--- src/rtl/byte_mem_dumper.sv ---
// Dumps a range of the byte memory into the word memory as {addr, data} words.
// Latency: 3 cycles per entry (RD, CAP, WR); done pulses in cycle 3N+1 after start (cycle 1 if N = 0).
// Backpressure: none; both memories are fixed-latency, and start is only honoured in IDLE.
module byte_mem_dumper #(
   parameter int BAW   = 8,
   parameter int WAW   = 16,
   parameter int CNT_W = 9
) (
   input  logic             clk,
   input  logic             rst,
   input  logic             start,
   input  logic [BAW-1:0]   src_base,
   input  logic [WAW-1:0]   dst_base,
   input  logic [CNT_W-1:0] count,
   output logic             b_rw,
   output logic [BAW-1:0]   b_add,
   input  logic [7:0]       b_data,
   output logic             w_rw,
   output logic [WAW-1:0]   w_add,
   output logic [15:0]      w_data,
   output logic             busy,
   output logic             done,
   output logic [2:0]       fsm_tb
);

   typedef enum logic [2:0] {
      IDLE = 3'd0,
      RD   = 3'd1,
      CAP  = 3'd2,
      WR   = 3'd3,
      DONE = 3'd4
   } state_t;

   state_t           state, state_nxt;
   logic [BAW-1:0]   src, src_nxt;
   logic [WAW-1:0]   dst, dst_nxt;
   logic [CNT_W-1:0] cnt, cnt_nxt;

   logic [BAW-1:0]   b_add_nxt;
   logic [WAW-1:0]   w_add_nxt;
   logic [15:0]      w_data_nxt;
   logic             w_rw_nxt;
   logic             busy_nxt;
   logic             done_nxt;

   // The byte memory is only ever read.
   assign b_rw   = 1'b1;
   assign fsm_tb = state;

   // Next-state, pointer updates and next output values; outputs are decoded
   // from the state being entered so they are registered and stable all state.
   always_comb begin
      state_nxt  = state;
      src_nxt    = src;
      dst_nxt    = dst;
      cnt_nxt    = cnt;
      b_add_nxt  = b_add;
      w_add_nxt  = w_add;
      w_data_nxt = w_data;

      case (state)
         IDLE: begin
            if (start) begin
               src_nxt = src_base;
               dst_nxt = dst_base;
               cnt_nxt = count;
               if (count == '0) begin
                  state_nxt = DONE;
               end else begin
                  state_nxt = RD;
                  b_add_nxt = src_base;
               end
            end
         end
         RD: begin
            // b_add is sampled by the memory at the end of this cycle.
            state_nxt = CAP;
         end
         CAP: begin
            // b_data is valid now; latch the packed word so later b_data
            // changes cannot leak into the write.
            state_nxt  = WR;
            w_data_nxt = 16'({src, b_data});
            w_add_nxt  = dst;
         end
         WR: begin
            src_nxt = src + BAW'(1);
            dst_nxt = dst + WAW'(1);
            cnt_nxt = cnt - CNT_W'(1);
            if (cnt == CNT_W'(1)) begin
               state_nxt = DONE;
            end else begin
               state_nxt = RD;
               b_add_nxt = src + BAW'(1);
            end
         end
         DONE: begin
            state_nxt = IDLE;
         end
         default: begin
            state_nxt = IDLE;
         end
      endcase

      busy_nxt = (state_nxt == RD) || (state_nxt == CAP) || (state_nxt == WR);
      done_nxt = (state_nxt == DONE);
      w_rw_nxt = (state_nxt != WR);
   end

   // State, working pointers and registered outputs.
   always_ff @(posedge clk) begin
      if (rst) begin
         state  <= IDLE;
         src    <= '0;
         dst    <= '0;
         cnt    <= '0;
         b_add  <= '0;
         w_rw   <= 1'b1;
         w_add  <= '0;
         w_data <= '0;
         busy   <= 1'b0;
         done   <= 1'b0;
      end else begin
         state  <= state_nxt;
         src    <= src_nxt;
         dst    <= dst_nxt;
         cnt    <= cnt_nxt;
         b_add  <= b_add_nxt;
         w_rw   <= w_rw_nxt;
         w_add  <= w_add_nxt;
         w_data <= w_data_nxt;
         busy   <= busy_nxt;
         done   <= done_nxt;
      end
   end

endmodule

--- config.mk ---
export PLATFORM = sky130hd
export DESIGN_NAME = byte_mem_dumper
export DESIGN_NICKNAME = d
export VERILOG_FILES = /design/src/rtl/byte_mem_dumper.sv
export SDC_FILE = /design/constraint.sdc
export NUM_CORES = 1
export LEC_CHECK = 0
export CAP_MARGIN = 20
export CORE_UTILIZATION = 40
export CTS_CLUSTER_SIZE = 16
export DETAILED_ROUTE_END_ITERATION = 10
export GPL_ROUTABILITY_DRIVEN = 0
export PLACE_DENSITY = 0.67
export SLEW_MARGIN = 20
export SYNTH_ARGS = -nofsm -noshare
export SYNTH_HDL_FRONTEND = slang
export SYNTH_SLANG_ARGS = --single-unit
--- constraint.sdc ---
create_clock -name clk -period 2.3 [get_ports clk]
set_input_delay 0.69 -clock clk [delete_from_list [all_inputs] [get_ports clk]]
set_output_delay 0.69 -clock clk [all_outputs]
set_load 0.02 [all_outputs]
After elaboration in Yosys (flattened, before gate mapping)
Index checks and enable logic that the tools add are counted.
Storage, ports and cells
  bits in registers: 79
  output and inout port bits: 47
  word-level logic and storage cells: 46
Cells by class
  add/sub/neg operators: 3
  eq/ne operators: 12
  mux-type cells: 14
  reductions and logical operators: 7
Operators with widths (number)
  $mux 8: 4
  $pmux 16 s2: 1
  $pmux 8 s2: 2
  $pmux 9 s2: 1
  $add 16x1->16 const B: 1
  $mux 16: 1
  $eq 3x2->1 const B: 4
  $pmux 3 s4: 1
  $eq 9x1->1 const B: 1
  $logic_not 9->1: 1
  $mux 3: 3
  $mux 9: 1
  $sub 9x1->9 const B: 1
  $add 8x1->8 const B: 1
  $eq 3x1->1 const B: 2
  $ne 2x2->1 const B: 3
  $reduce_and 4->1: 1
  $eq 3x3->1 const B: 1
  $logic_not 3->1: 1
  $ne 3x2->1 const B: 1
  $logic_or 1x1->1: 2
  $reduce_and 2->1: 1
  $reduce_bool 2->1: 1

Logic depth before layout (Yosys ltp)
  word-level depth: 7
  mapped depth: 8
  gate-level depth less buffers: 6

Worst setup path after synthesis
OpenSTA, ideal clock, no wires.
  path kind: input-to-reg
  start point: input count[2]
  end point: register b_add[2]
  data arrival time: 1894 ps
  data required time: 2172 ps
  setup slack: 278 ps
  stages: 6
  cells stage by stage: nor4_1 > a31oi_4 > a21oi_2 > buf_6 > mux2i_1 > nor2_1
On the way
  longest elaborated chain between the ends: 3
RTL lines
  from (decl): RTL line 14  | input logic [CNT_W-1:0] count,
  $logic_not 9->1: RTL line 67  | if (count == '0) begin
  $ne 2x2->1 (no source line)
  $reduce_and 4->1 (no source line)
  to (signal assigned): RTL line 128  | b_add <= b_add_nxt;
  to (decl): RTL line 16  | output logic [BAW-1:0] b_add,
Every way passes these cells.
A chain may end at the register's enable or synchronous reset.

Worst setup path after layout
  start point: register state[2], in the netlist fsm_tb[2]
  end point: output fsm_tb[2]
RTL lines
  from (decl): RTL line 34  | state_t state, state_nxt;
  from (signal assigned): RTL line 124  | state <= state_nxt;
  to (decl): RTL line 23  | output logic [2:0] fsm_tb
No word-level cell between the ends.

==> key figures <==
Outcome
  • Status: complete, no violations

Worst setup path
  • Worst EP required: ~1.6 ns
  • CP max stage delay: 0.66 ns
  • Startpoint class of the critical path: register
  • Critical path class: reg -> out
  • Crit path max-delay family: buffers and inverters
  • CP max FO: 9
  • Worst path cell trace: clkdlybuf4s50_1
  • Arrival time at the worst endpoint: around 1.5 ns
  • Worst Path Buf+Inv: 1
  • Critical path endpoint category: output port
  • Worst path slowest cell: clkdlybuf4s50_1

Floorplanning
  • Rows: 33
  • Die Area: roughly 9200 sq um
  • Die X: 96.0 um
  • Ports: 91
  • Chip height: around 96 um
  • Initial Util: between 40 and 50%
  • Core area: between 8000 and 9000 sq um

Yosys
  • Ys flop type: dfxtp_1
  • Yosys reg bits: around 80
  • Count leader, synth: nand2_1
  • Commonest cells in the netlist: 97 x nand2_1, 79 x dfxtp_1, 58 x a21oi_1
  • Warnings, synthesis: 0
  • Post-synth EDFFs: 0
  • Yosys cell types: 52
  • Post-Syn Area: between 3000 and 4000 sq um
  • Register area share after synthesis: approximately 45%
  • Largest cells by area after synthesis: dfxtp_1 45%, nand2_1 10%, a21oi_1 8.2%
  • Cells after Synth: approximately 450
  • Syn Nets: between 400 and 500
  • Post-synth top area share: between 40% and 50%
  • Largest area contributor in the netlist: dfxtp_1
  • Async SR Flop Fraction: 0%
  • Avg Cell Area, Syn: roughly 7.9 sq um

Routing
  • Vias: around 3500
  • Routed Wire Length: between 9000 and 10000 um
  • Routed vias/inst: between 5 and 6
  • Final ANT Viol Nets: 0
  • DRT iter0 DRCs: between 150 and 200
  • DRC: 0
  • Pre-antenna DRT Iters: 6
  • Routed wire per std cell: roughly 15 um

Timing
  • Final Cycle Share: about 95%
  • Minimum clock period after layout: about 2.2 ns
  • Final Max Slew Viols: 0
  • Clock Skews: between 0.006 and 0.007 ns
  • Final hold violations: 0
  • WHS: between 0.4 and 0.5 ns
  • FMAX: around 460 MHz
  • Slew @ Worst Pin: between 0.5 and 0.6 ns
  • Worst slew margin: 65.5%
  • Final worst slack: around 0.11 ns
  • RSZ-0062 raised after global routing: false
  • Count of final setup violators: 0

Final layout
  • Final Util: 57.6%
  • Post-route cell area: between 4000 and 5000 sq um
  • Final Net Count: ~590
  • Layout cell share with drive strength beyond 1: 9.80%
  • Diodes inserted: 0
  • Finished Layout Cells: 646
  • Layout fillers: 812
  • Synthesis-to-finish area growth: 36.6%

Clock network
  • Reg clk slew, reported paths: about 0.080 ns
  • Post_cts resized: 0
  • CTS Buf Count: 9
  • CTS sink count: 79
  • Hold buffer count at CTS: 0
  • Root buffer cell: clkbuf_8
  • Clk buf depth: 2
  • Post-CTS setup buffers: 0
  • Latest clock arrival within the worst-skew pair: 0.34 ns
  • CTS tree: yes
  • Htree depth: 3

Pwr
  • P_int: around 2.5 mW
  • Combinational share of power: ~25%
  • Worst vdd ir: 0.329 mV
  • Clock group share of total power: between 30% and 40%
  • Sequential share of power: between 40% and 50%
  • Net Sw Frac: a little under a third
  • Pwr Density: 758 nW/um^2
  • Psw: 1.13 mW
  • Pleak: 1.72 nW

Place
  • Post-Place Cells: ~630
  • IO Port Bufs: 89
  • DP HPWL: around 6800 um
  • Placement Cell Area: between 4000 and 5000 sq um
  • Worst slack, placed: -0.258 ns

GRT
  • GRT Total Usage: approximately 22%
  • Residual overflow from global routing: 0
  • Initial antenna violation count: 0
  • Largest net degree at the start of global routing: 43
  • Global-route wire length before repair: ~16000 um
  • Vias in the first global route: approximately 3300
  • Met2 Usage GRT: between 30% and 40%
  • GR Layer Usage met1: ~28%
  • GR Util met3: roughly 6.0%
  • GR peak layer: met2

Hold path
  • Min-Delay Path Class: reg -> reg

Flow run
  • MaxCap Viol Count: 0
kinds of logic (layout without fill, tap and decap cells):
group | Yosys count | in the layout | share of synthesized area, %
fa+ha+maj | 4 | 4 | 1.41
simple gates | 203 | 203 | 25.9
mux | 4 | 4 | 1.13
xor+xnor | 10 | 10 | 2.48
compound gates | 109 | 109 | 19.7
flops | 79 | 79 | 44.7
other cells | 1 | 1 | 0.106
buf+inv | 35 | 131 | 4.53
per-stage QoR:
step / power (mW) / setup TNS, ns
CTS: 3.69 / 0
detailed placement: 2.58 / -3.15
finish: 3.66 / 0
global placement: 2.55 / -2.34
floorplan: 2.19 / 0
global route: 3.85 / 0
layer usage:
layer | wire (um) | vias up | part of all wire (%)
li1 | - | 1743 | -
met1 | 4270 | 1636 | 45
met2 | 4430 | 121 | 47
met3 | 668 | 6 | 7.1
met4 | 56 | 0 | 0.59
met5 | 0 | - | 0
power groups by stage:
stage,Sequential (mW),Clock (mW),Combinational [mW]
after detailed placement,1.67,0,0.910
after global placement,1.67,0,0.890
after floorplan,1.70,0,0.485
final,1.64,1.11,0.912
after CTS,1.64,1.14,0.913
after global routing,1.66,1.18,1.01
area by class of cell:
class	count	area, sq um	area share, %
clock inverter	6	86.3	1.79
sequential	79	1580	32.8
clock buffer	9	124	2.56
multi-input combinational	331	1810	37.5
tap	105	131	2.72
inverter	5	18.8	0.389
timing repair buffer	111	1080	22.3
registers in the layout (all words and copies together) (netlist names):
register and flops:
dst 16, busy 1, w_data 16, b_add 8
w_rw 1, fsm_tb 3, w_add 16, src 8
done 1, cnt 9
worst paths after layout:
path / startpoint / endpoint / slack (ns) / depth (start not counted)
min: w_data[10] / w_data[10] / 0.46 / 2
max reg2reg: dst[0] / dst[14] / 0.35 / 6
min reg2reg: w_data[10] / w_data[10] / 0.46 / 2
max: fsm_tb[2] / fsm_tb[2] / 0.11 / 1
placed cells by master (no fill, tap or decap), types with 9 or more instances in the layout:
cell | netlist | final
buf_4 | 1 | 20
nor2_1 | 39 | 38
o21ai_0 | 11 | 11
nor4_1 | 10 | 10
nand3_1 | 16 | 16
nor3_1 | 11 | 11
dfxtp_1 | 79 | 77
nand2_1 | 97 | 97
clkdlybuf4s50_1 | 0 | 88
a21oi_1 | 58 | 58
clkbuf_8 | 0 | 9
(Power assumes the default switching activity.)
